### config.mk
export PLATFORM = sky130hd
export DESIGN_NAME = smul_pipe_flat
export DESIGN_NICKNAME = d
export VERILOG_FILES = /design/src/rtl/smul_pipe_if.sv /design/src/rtl/smul_pipe.sv /design/src/flat_wrapper.sv
export SDC_FILE = /design/constraint.sdc
export NUM_CORES = 1
export LEC_CHECK = 0
export CAP_MARGIN = 15
export CELL_PAD_IN_SITES_DETAIL_PLACEMENT = 1
export CELL_PAD_IN_SITES_GLOBAL_PLACEMENT = 2
export CORE_ASPECT_RATIO = 1.75
export CORE_UTILIZATION = 38
export DETAILED_ROUTE_END_ITERATION = 12
export PLACE_DENSITY = 0.91
export SETUP_SLACK_MARGIN = 0.02
export SLEW_MARGIN = 20
export SYNTH_ARGS = -nofsm -noshare
export SYNTH_HDL_FRONTEND = slang
export SYNTH_SLANG_ARGS = --single-unit
### constraint.sdc
create_clock -name clk -period 6.5 [get_ports clk]
set_clock_uncertainty 0.1 [all_clocks]
set_input_delay 1.95 -clock clk [delete_from_list [all_inputs] [get_ports clk]]
set_output_delay 1.95 -clock clk [all_outputs]
set_load 0.01 [all_outputs]
### src/rtl/smul_pipe_if.sv
// Operand/result handshake bundle for smul_pipe. With SMUL_ACC_EN defined the
// bundle also carries acc_clr, and OW must then be AW+BW+GW.
interface smul_pipe_if #(
  parameter int AW = 8,
  parameter int BW = 9,
  parameter int OW = AW + BW
);
  // valid/ready: a beat moves on a rising edge where valid and ready are both 1;
  // the source keeps valid and its payload stable until that edge.
  logic          in_valid;
  logic          in_ready;
  logic [AW-1:0] a;
  logic [BW-1:0] b;
  logic          b_signed;
  logic          out_valid;
  logic          out_ready;
  logic [OW-1:0] out;

`ifdef SMUL_ACC_EN
  logic          acc_clr;

  modport master (
    output in_valid, a, b, b_signed, acc_clr, out_ready,
    input  in_ready, out_valid, out
  );
  modport slave (
    input  in_valid, a, b, b_signed, acc_clr, out_ready,
    output in_ready, out_valid, out
  );
`else
  modport master (
    output in_valid, a, b, b_signed, out_ready,
    input  in_ready, out_valid, out
  );
  modport slave (
    input  in_valid, a, b, b_signed, out_ready,
    output in_ready, out_valid, out
  );
`endif
endinterface

### src/rtl/smul_pipe.sv
// Pipelined unsigned x (signed|unsigned) Baugh-Wooley multiplier with valid/ready on
// both sides. Define SMUL_ACC_EN to add acc_clr and a wrapping accumulator (MAC).
module smul_pipe #(
  parameter int AW     = 8,
  parameter int BW     = 9,
  parameter int STAGES = 3,
  parameter int GW     = 4
) (
  input  logic       clk,
  input  logic       rst_n,
  smul_pipe_if.slave bus
);
  localparam int PW     = AW + BW;
  localparam int NT     = (STAGES > 2) ? STAGES - 2 : 0;
  localparam int NTD    = (NT > 0) ? NT : 1;
  localparam int FIN_LO = (STAGES > 2) ? BW : 0;
  // Baugh-Wooley constant for the inverted sign row, reduced modulo 2^PW.
  localparam logic [PW-1:0] CORR = (PW'(1) << (BW - 1)) | (PW'(1) << (PW - 1));

`ifdef SMUL_ACC_EN
  localparam int OW = PW + GW;
  typedef struct packed { logic bs; logic clr; } side_t;
`else
  localparam int OW = PW;
  typedef struct packed { logic bs; } side_t;
`endif

  typedef struct packed {
    logic [PW-1:0] s;
    logic [PW-1:0] c;
  } cs_t;

  if (AW < 2 || BW < 2 || STAGES < 1 || STAGES > 4 || GW < 1) begin : g_bad_param
    $error("smul_pipe: parameter out of range");
  end

  function automatic logic [PW-1:0] pp_row(input logic [AW-1:0] a, input logic [BW-1:0] b,
                                           input logic bs, input int j);
    logic [PW-1:0] r;
    r = '0;
    for (int i = 0; i < AW; i++) begin
      r[i+j] = (bs && j == BW - 1) ? ~(a[i] & b[j]) : (a[i] & b[j]);
    end
    return r;
  endfunction

  function automatic cs_t cs_init(input logic bs);
    cs_t r;
    r.s = bs ? CORR : '0;
    r.c = '0;
    return r;
  endfunction

  // Folds partial-product rows lo..hi-1 into the carry-save pair with 3:2 compressors.
  function automatic cs_t csa_rows(input cs_t in, input logic [AW-1:0] a, input logic [BW-1:0] b,
                                   input logic bs, input int lo, input int hi);
    cs_t           r;
    logic [PW-1:0] row;
    logic [PW-1:0] s;
    logic [PW-1:0] c;
    r = in;
    for (int j = 0; j < BW; j++) begin
      if (j >= lo && j < hi) begin
        row = pp_row(a, b, bs, j);
        s   = r.s ^ r.c ^ row;
        c   = ((r.s & r.c) | (r.s & row) | (r.c & row)) << 1;
        r.s = s;
        r.c = c;
      end
    end
    return r;
  endfunction

  logic  adv;
  logic  take;
  side_t in_side;

  assign adv          = ~bus.out_valid | bus.out_ready;
  assign bus.in_ready = adv;
  assign take         = bus.in_valid & adv;
`ifdef SMUL_ACC_EN
  assign in_side = '{bs: bus.b_signed, clr: bus.acc_clr};
`else
  assign in_side = '{bs: bus.b_signed};
`endif

  logic          fin_vld;
  side_t         fin_side;
  logic [AW-1:0] fin_a;
  logic [BW-1:0] fin_b;
  cs_t           fin_cs_in;

  if (STAGES == 1) begin : g_direct
    assign fin_vld   = take;
    assign fin_side  = in_side;
    assign fin_a     = bus.a;
    assign fin_b     = bus.b;
    assign fin_cs_in = cs_init(bus.b_signed);
  end else begin : g_pipe
    // Index 0 is the operand register; 1..NT each fold one slice of the rows.
    logic          vld_q  [NT+1];
    side_t         side_q [NT+1];
    logic [AW-1:0] a_q    [NT+1];
    logic [BW-1:0] b_q    [NT+1];
    cs_t           cs_q   [NT+1];

    always_ff @(posedge clk) begin
      if (!rst_n) begin
        for (int k = 0; k <= NT; k++) vld_q[k] <= 1'b0;
      end else if (adv) begin
        vld_q[0]  <= take;
        side_q[0] <= in_side;
        a_q[0]    <= bus.a;
        b_q[0]    <= bus.b;
        cs_q[0]   <= cs_init(bus.b_signed);
        for (int k = 1; k <= NT; k++) begin
          vld_q[k]  <= vld_q[k-1];
          side_q[k] <= side_q[k-1];
          a_q[k]    <= a_q[k-1];
          b_q[k]    <= b_q[k-1];
          cs_q[k]   <= csa_rows(cs_q[k-1], a_q[k-1], b_q[k-1], side_q[k-1].bs,
                                (k - 1) * BW / NTD, k * BW / NTD);
        end
      end
    end

    assign fin_vld   = vld_q[NT];
    assign fin_side  = side_q[NT];
    assign fin_a     = a_q[NT];
    assign fin_b     = b_q[NT];
    assign fin_cs_in = cs_q[NT];
  end

  cs_t           fin_cs;
  logic [PW-1:0] prod;
  logic [OW-1:0] out_d;
  logic [OW-1:0] out_q;
  logic          out_vld_q;

  assign fin_cs = csa_rows(fin_cs_in, fin_a, fin_b, fin_side.bs, FIN_LO, BW);
  assign prod   = fin_cs.s + fin_cs.c;

`ifdef SMUL_ACC_EN
  always_comb begin
    out_d = fin_side.clr ? '0 : out_q;
    out_d = out_d + {{GW{fin_side.bs & prod[PW-1]}}, prod};
  end
`else
  assign out_d = prod;
`endif

  // Loading only on a valid beat keeps a stalled result from being added twice.
  always_ff @(posedge clk) begin
    if (!rst_n) begin
      out_vld_q <= 1'b0;
      out_q     <= '0;
    end else if (adv) begin
      out_vld_q <= fin_vld;
      if (fin_vld) out_q <= out_d;
    end
  end

  assign bus.out_valid = out_vld_q;
  assign bus.out       = out_q;
endmodule
### src/flat_wrapper.sv
// flat-port wrapper written by rule: the top's interface ports become plain ports
module smul_pipe_flat 
#(
  parameter int AW     = 8,
  parameter int BW     = 9,
  parameter int STAGES = 3,
  parameter int GW     = 4
)
  (clk, rst_n, bus_in_valid, bus_a, bus_b, bus_b_signed, bus_out_ready, bus_in_ready, bus_out_valid, bus_out);
  smul_pipe_if #(.AW(AW), .BW(BW)) bus_i ();
  input  logic clk;
  input  logic rst_n;
  input wire logic [$bits(bus_i.in_valid)-1:0] bus_in_valid;
  input wire logic [$bits(bus_i.a)-1:0] bus_a;
  input wire logic [$bits(bus_i.b)-1:0] bus_b;
  input wire logic [$bits(bus_i.b_signed)-1:0] bus_b_signed;
  input wire logic [$bits(bus_i.out_ready)-1:0] bus_out_ready;
  output wire logic [$bits(bus_i.in_ready)-1:0] bus_in_ready;
  output wire logic [$bits(bus_i.out_valid)-1:0] bus_out_valid;
  output wire logic [$bits(bus_i.out)-1:0] bus_out;
  assign bus_i.in_valid = bus_in_valid;
  assign bus_i.a = bus_a;
  assign bus_i.b = bus_b;
  assign bus_i.b_signed = bus_b_signed;
  assign bus_i.out_ready = bus_out_ready;
  assign bus_in_ready = bus_i.in_ready;
  assign bus_out_valid = bus_i.out_valid;
  assign bus_out = bus_i.out;
  smul_pipe #(.AW(AW), .BW(BW), .STAGES(STAGES), .GW(GW)) u_core (.clk(clk), .rst_n(rst_n), .bus(bus_i));
endmodule
* After elaboration in Yosys (flattened, before gate mapping) *
Memories as Yosys holds them, arrays and structs flattened.
Index checks and enable logic that the tools add are counted.

word-level totals
  register bits = 18
  RAM bits = 106
  bits of input ports = 22
  output and inout port bits = 19
  word-level logic and storage cells = 190
  memories kept = 5

operators by class
  add/subtract/negate cells = 1
  muxes and demuxes = 33
  bitwise operators = 148
  reductions and logical operators = 1

memories
  name                  words  width  rd ports  clocked after memory_dff  write ports  line              RTL
  u_core.g_pipe.cs_q    2      34     2         0                         2            smul_pipe.sv:105  cs_t cs_q [NT+1];
  u_core.g_pipe.b_q     2      9      1         0                         2            smul_pipe.sv:104  logic [BW-1:0] b_q [NT+1];
  u_core.g_pipe.a_q     2      8      1         0                         2            smul_pipe.sv:103  logic [AW-1:0] a_q [NT+1];
  u_core.g_pipe.side_q  2      1      1         0                         2            smul_pipe.sv:102  side_t side_q [NT+1];
  u_core.g_pipe.vld_q   2      1      2         0                         2            smul_pipe.sv:101  logic vld_q [NT+1];

operator list
  cell                                     number
  34-bit 2-to-1 mux                        18
  16-bit OR                                18
  16-bit AND                               11
  17-bit XOR                               9
  1-bit AND                                73
  16-bit by 10-bit AND with 16-bit output  2
  16-bit by 11-bit AND with 16-bit output  2
  16-bit by 12-bit AND with 16-bit output  2
  16-bit by 13-bit AND with 16-bit output  2
  16-bit by 14-bit AND with 16-bit output  2
  16-bit by 15-bit AND with 16-bit output  2
  16-bit by 8-bit AND with 16-bit output   2
  16-bit by 9-bit AND with 16-bit output   2
  17-bit adder                             1
  17-bit 2-to-1 mux                        1
  17-bit by 10-bit XOR with 17-bit output  1
  17-bit by 11-bit XOR with 17-bit output  1
  17-bit by 12-bit XOR with 17-bit output  1
  17-bit by 13-bit XOR with 17-bit output  1
  17-bit by 14-bit XOR with 17-bit output  1
  17-bit by 15-bit XOR with 17-bit output  1
  17-bit by 16-bit XOR with 17-bit output  1
  17-bit by 8-bit XOR with 17-bit output   1
  17-bit by 9-bit XOR with 17-bit output   1
  other kinds (4)                          27

* Longest topological paths before layout *
  depth in word-level cells = 46
  mapped depth = 14
  depth with buffers taken out = 13

* Worst setup path before layout *
Ideal clock, no wire load.

  path type = register to register
  start point = memory u_core.g_pipe.a_q[0][7]
  end point = memory u_core.g_pipe.cs_q[0][59] (netlist name) (data pin)
  library setup time = 269 ps
  data arrival time = 4491 ps
  required time = 6131 ps
  slack = 1640 ps
  cell stages (with the launch flop) = 12
  path buffers = 0
  period minus slack after synthesis = 4860 ps
  cells stage by stage = edfxtp_1 > and2_1 > ha_1 > inv_1 > fa_1 > fa_1 > fa_1 > fa_1 > fa_1 > fa_1 > inv_1 > fa_1

RTL lines
  item             line
  start, declared  smul_pipe.sv:103
  end, declared    smul_pipe.sv:105

* Final worst setup path *
  start point = input bus_out_ready
  end point = output bus_in_ready

on the way
  word-level cells in the longest chain between the ends = 1

ends and longest elaborated chain
  item             line                RTL
  start, declared  flat_wrapper.sv:17  input wire logic [$bits(bus_i.out_ready)-1:0] bus_out_ready;
  1-bit OR         smul_pipe.sv:78     assign adv = ~bus.out_valid | bus.out_ready;
  end, declared    flat_wrapper.sv:18  output wire logic [$bits(bus_i.in_ready)-1:0] bus_in_ready;

No other way between the ends.

==> impl_metrics.py <==
metrics = {
    "placed_design": {
        "dp_cells": 531,
        "io_buffer_count": 40,
        "gp_congestion": 0.769,
        "dp.final_hpwl_um": 6500,
    },
    "status": {
        "status": "complete, no violations",
    },
    "final_layout": {
        "drive_gt1_share_pct": 4.80,
        "final_common_cell": "nand2_1",
        "mostFrequentLayoutCells": "nand2_1 (74), inv_1 (55), fa_1 (50), edfxtp_1 (45), clkdlybuf4s50_1 (40)",
        "diodes": 0,
        "multi_input_area_um2": 2190,
        "stdcell_count": 547,
        "nFillCells": 1152,
        "finalNetCount": 506,
        "syn2layout_area_growth_pct": 18.0,
        "regArea_um2": 1710,
    },
    "synthesis": {
        "ys_ff_latch": 63,
        "syn-cell-area_um2": 4190,
        "yosysTopAreaCell": "edfxtp_1",
        "yosysSeqAreaShare_pct": 40.8,
        "async_reset_ff_share_pct": 0,
        "synth-edff-count": 45,
        "synth.distinct_cells": 39,
        "syn_avg_cell_area_um2": 11.1,
        "synth_ff_type": "edfxtp_1",
        "yosysTopAreaCellShare_pct": 32.2,
        "synth_cells": 377,
        "yosysWarningCount": 0,
        "ys_top_cells_by_area": "edfxtp_1 (32%), fa_1 (24%), dfxtp_1 (8.6%), nand2_1 (6.6%), ha_1 (6.6%)",
        "syn-num-nets": 471,
    },
    "power": {
        "finalPower_mw": 1.58,
        "p_int_mw": 1.05,
        "combPwrFrac_pct": 36.8,
        "peakVddDrop_mv": 0.163,
        "netSwitchingFraction_pct": 33.4,
        "power_density_nw_per_um2": 320,
        "power_frac_seq_pct": 36.7,
        "p_leak_nw": 1.97,
        "clockPowerShare_pct": 26.5,
        "p_switching_mw": 0.529,
    },
    "critical_path": {
        "end_kind": "primary output",
        "cp_max_fo": 8,
        "path_class": "in -> out",
        "critPathArrivalTime_ns": 3.18,
        "cp.required_ns": 4.45,
        "startpoint_type": "input port",
    },
    "floorplanning": {
        "die_h_um": 141,
        "std_cell_rows": 50,
        "num_io_pins": 41,
        "dieWidth_um": 81.4,
        "placeableCoreArea_um2": 10700,
        "start_util_pct": 39.2,
        "fp.dieArea_um2": 11500,
    },
    "routing": {
        "drtPass1Iterations": 4,
        "vias": 2667,
        "ant_nets": 0,
        "drtIter0Drc": 86,
        "wire_per_inst_um": 14.8,
        "drt_wl_total_um": 8080,
        "drc": 0,
        "drt-vias-per-instance": 4.88,
    },
    "global_route": {
        "grt_max_degree": 44,
        "grt_pass1_wl_um": 13700,
        "grt_use_total_pct": 16.0,
        "grt_pass1_vias": 3050,
        "antenna_found_initial": 0,
        "globalRouteOverflowTotal": 0,
    },
    "clock_tree": {
        "numCtsBuffers": 9,
        "cts_tree": "done",
        "cts.clk_slew.worst_paths_ns": 0.05,
        "insertion_delay_ns": 0.33,
        "cts_resized": 0,
        "numClockSinks": 63,
        "ctsHtreeMaxLevel": 3,
        "clockRootBuffer": "clkbuf_16",
        "post-cts-setup-buffers": 0,
        "cts_max_path_buffers": 2,
        "cts_hold_buffers": 0,
    },
    "timing": {
        "setup_viol": 0,
        "setup_tns_ns": 0,
        "hold_viol": 0,
        "tightest_slew_ns": 0.558,
        "max_slew_margin_pct": 62.8,
        "slew_violations": 0,
        "holdWs_ns": 0.353,
        "fin_crit_ns": 5.23,
        "fmax_mhz": 191,
        "rsz0062_at_grt": "no",
        "fin_crit_sh_pct": 80.4,
    },
    "job": {
        "drv_cap": 0,
    },
    "hold_path": {
        "min_path_type": "reg -> reg",
    },
}
[metal layers]
metal	up-vias	GRT usage, %	wire length [µm]
li1	1270	-	-
met1	1358	14.8	2670
met2	30	31.9	5100
met3	9	3.37	158
met4	0	6.02	153
met5	-	0	0
[critical path, stage by stage]
cell	delay [ns]
clkdlybuf4s50_1	0.45
nor2b_4	0.23
inv_6	0.07
clkdlybuf4s50_1	0.48
[registers in the layout (all words and copies together) (netlist names)]
register / flops
u_core.bus.out: 17
u_core.g_pipe.vld_q: 2
u_core.bus.out_valid: 1
u_core.g_pipe.a_q: 8
u_core.g_pipe.b_q: 9
u_core.g_pipe.cs_q: 26
[per-stage QoR]
stage               setup slack (ns)  utilization, %  area [µm²]
floorplan                       1.64               -        4190
global placement                1.27            43.8        4690
detailed placement              1.26            43.8        4690
CTS                             1.26            46.2        4950
global route                    1.23            46.2        4950
finish                          1.27            46.2        4950
[kinds of logic after synthesis]
family | synth area share (%)
xor gates and xnor gates | 2.09
DFF | 40.8
AOI/OAI and AO/OA | 6.21
buffers and inverters | 7.16
and+or+nand+nor | 13.3
adders and majority gates | 30.4
[cells in the mapped netlist, types with 5 or more instances]
cell and instances:
nand2_1 74, inv_1 55, fa_1 50, edfxtp_1 45, and2_1 26, ha_1 22, dfxtp_1 18, a21oi_1 15
clkbuf_1 13, xnor2_1 10, o21ai_0 6, nor2_1 5
[layout make-up]
| cell class | count | area share, % |
|---|---|---|
| Timing Repair Buffer | 41 | 8.24 |
| Sequential cell | 63 | 34.6 |
| Clock buffer | 10 | 4.63 |
| Inverter | 57 | 4.43 |
| Multi-Input combinational cell | 240 | 44.3 |
| Clock inverter | 6 | 0.556 |
| Tap cell | 130 | 3.29 |
[path summary, 6_finish.rpt]
check | start | to | slack [ns] | cells past startpoint
setup reg to reg | u_core.g_pipe.cs_q[0][33]$_DFFE_PP_ | u_core.g_pipe.cs_q[0][59]$_DFFE_PP_ | 1.39 | 10
setup / recovery | bus_out_ready | bus_in_ready | 1.27 | 4
hold reg to reg | u_core.bus.out[12]$_SDFFE_PN0P_ | u_core.bus.out[12]$_SDFFE_PN0P_ | 0.35 | 2
hold / removal | u_core.bus.out[12]$_SDFFE_PN0P_ | u_core.bus.out[12]$_SDFFE_PN0P_ | 0.35 | 2
[power by group through the flow]
stage / clock (mW) / sequential, mW / combinational (mW)
final: 0.419 / 0.581 / 0.583
after global routing: 0.445 / 0.589 / 0.683
after CTS: 0.430 / 0.583 / 0.606
after detailed placement: 0 / 0.590 / 0.605
after global placement: 0 / 0.582 / 0.532
after floorplan: 0 / 0.573 / 0.432
Note: power is estimated with default switching activity, not from simulation.
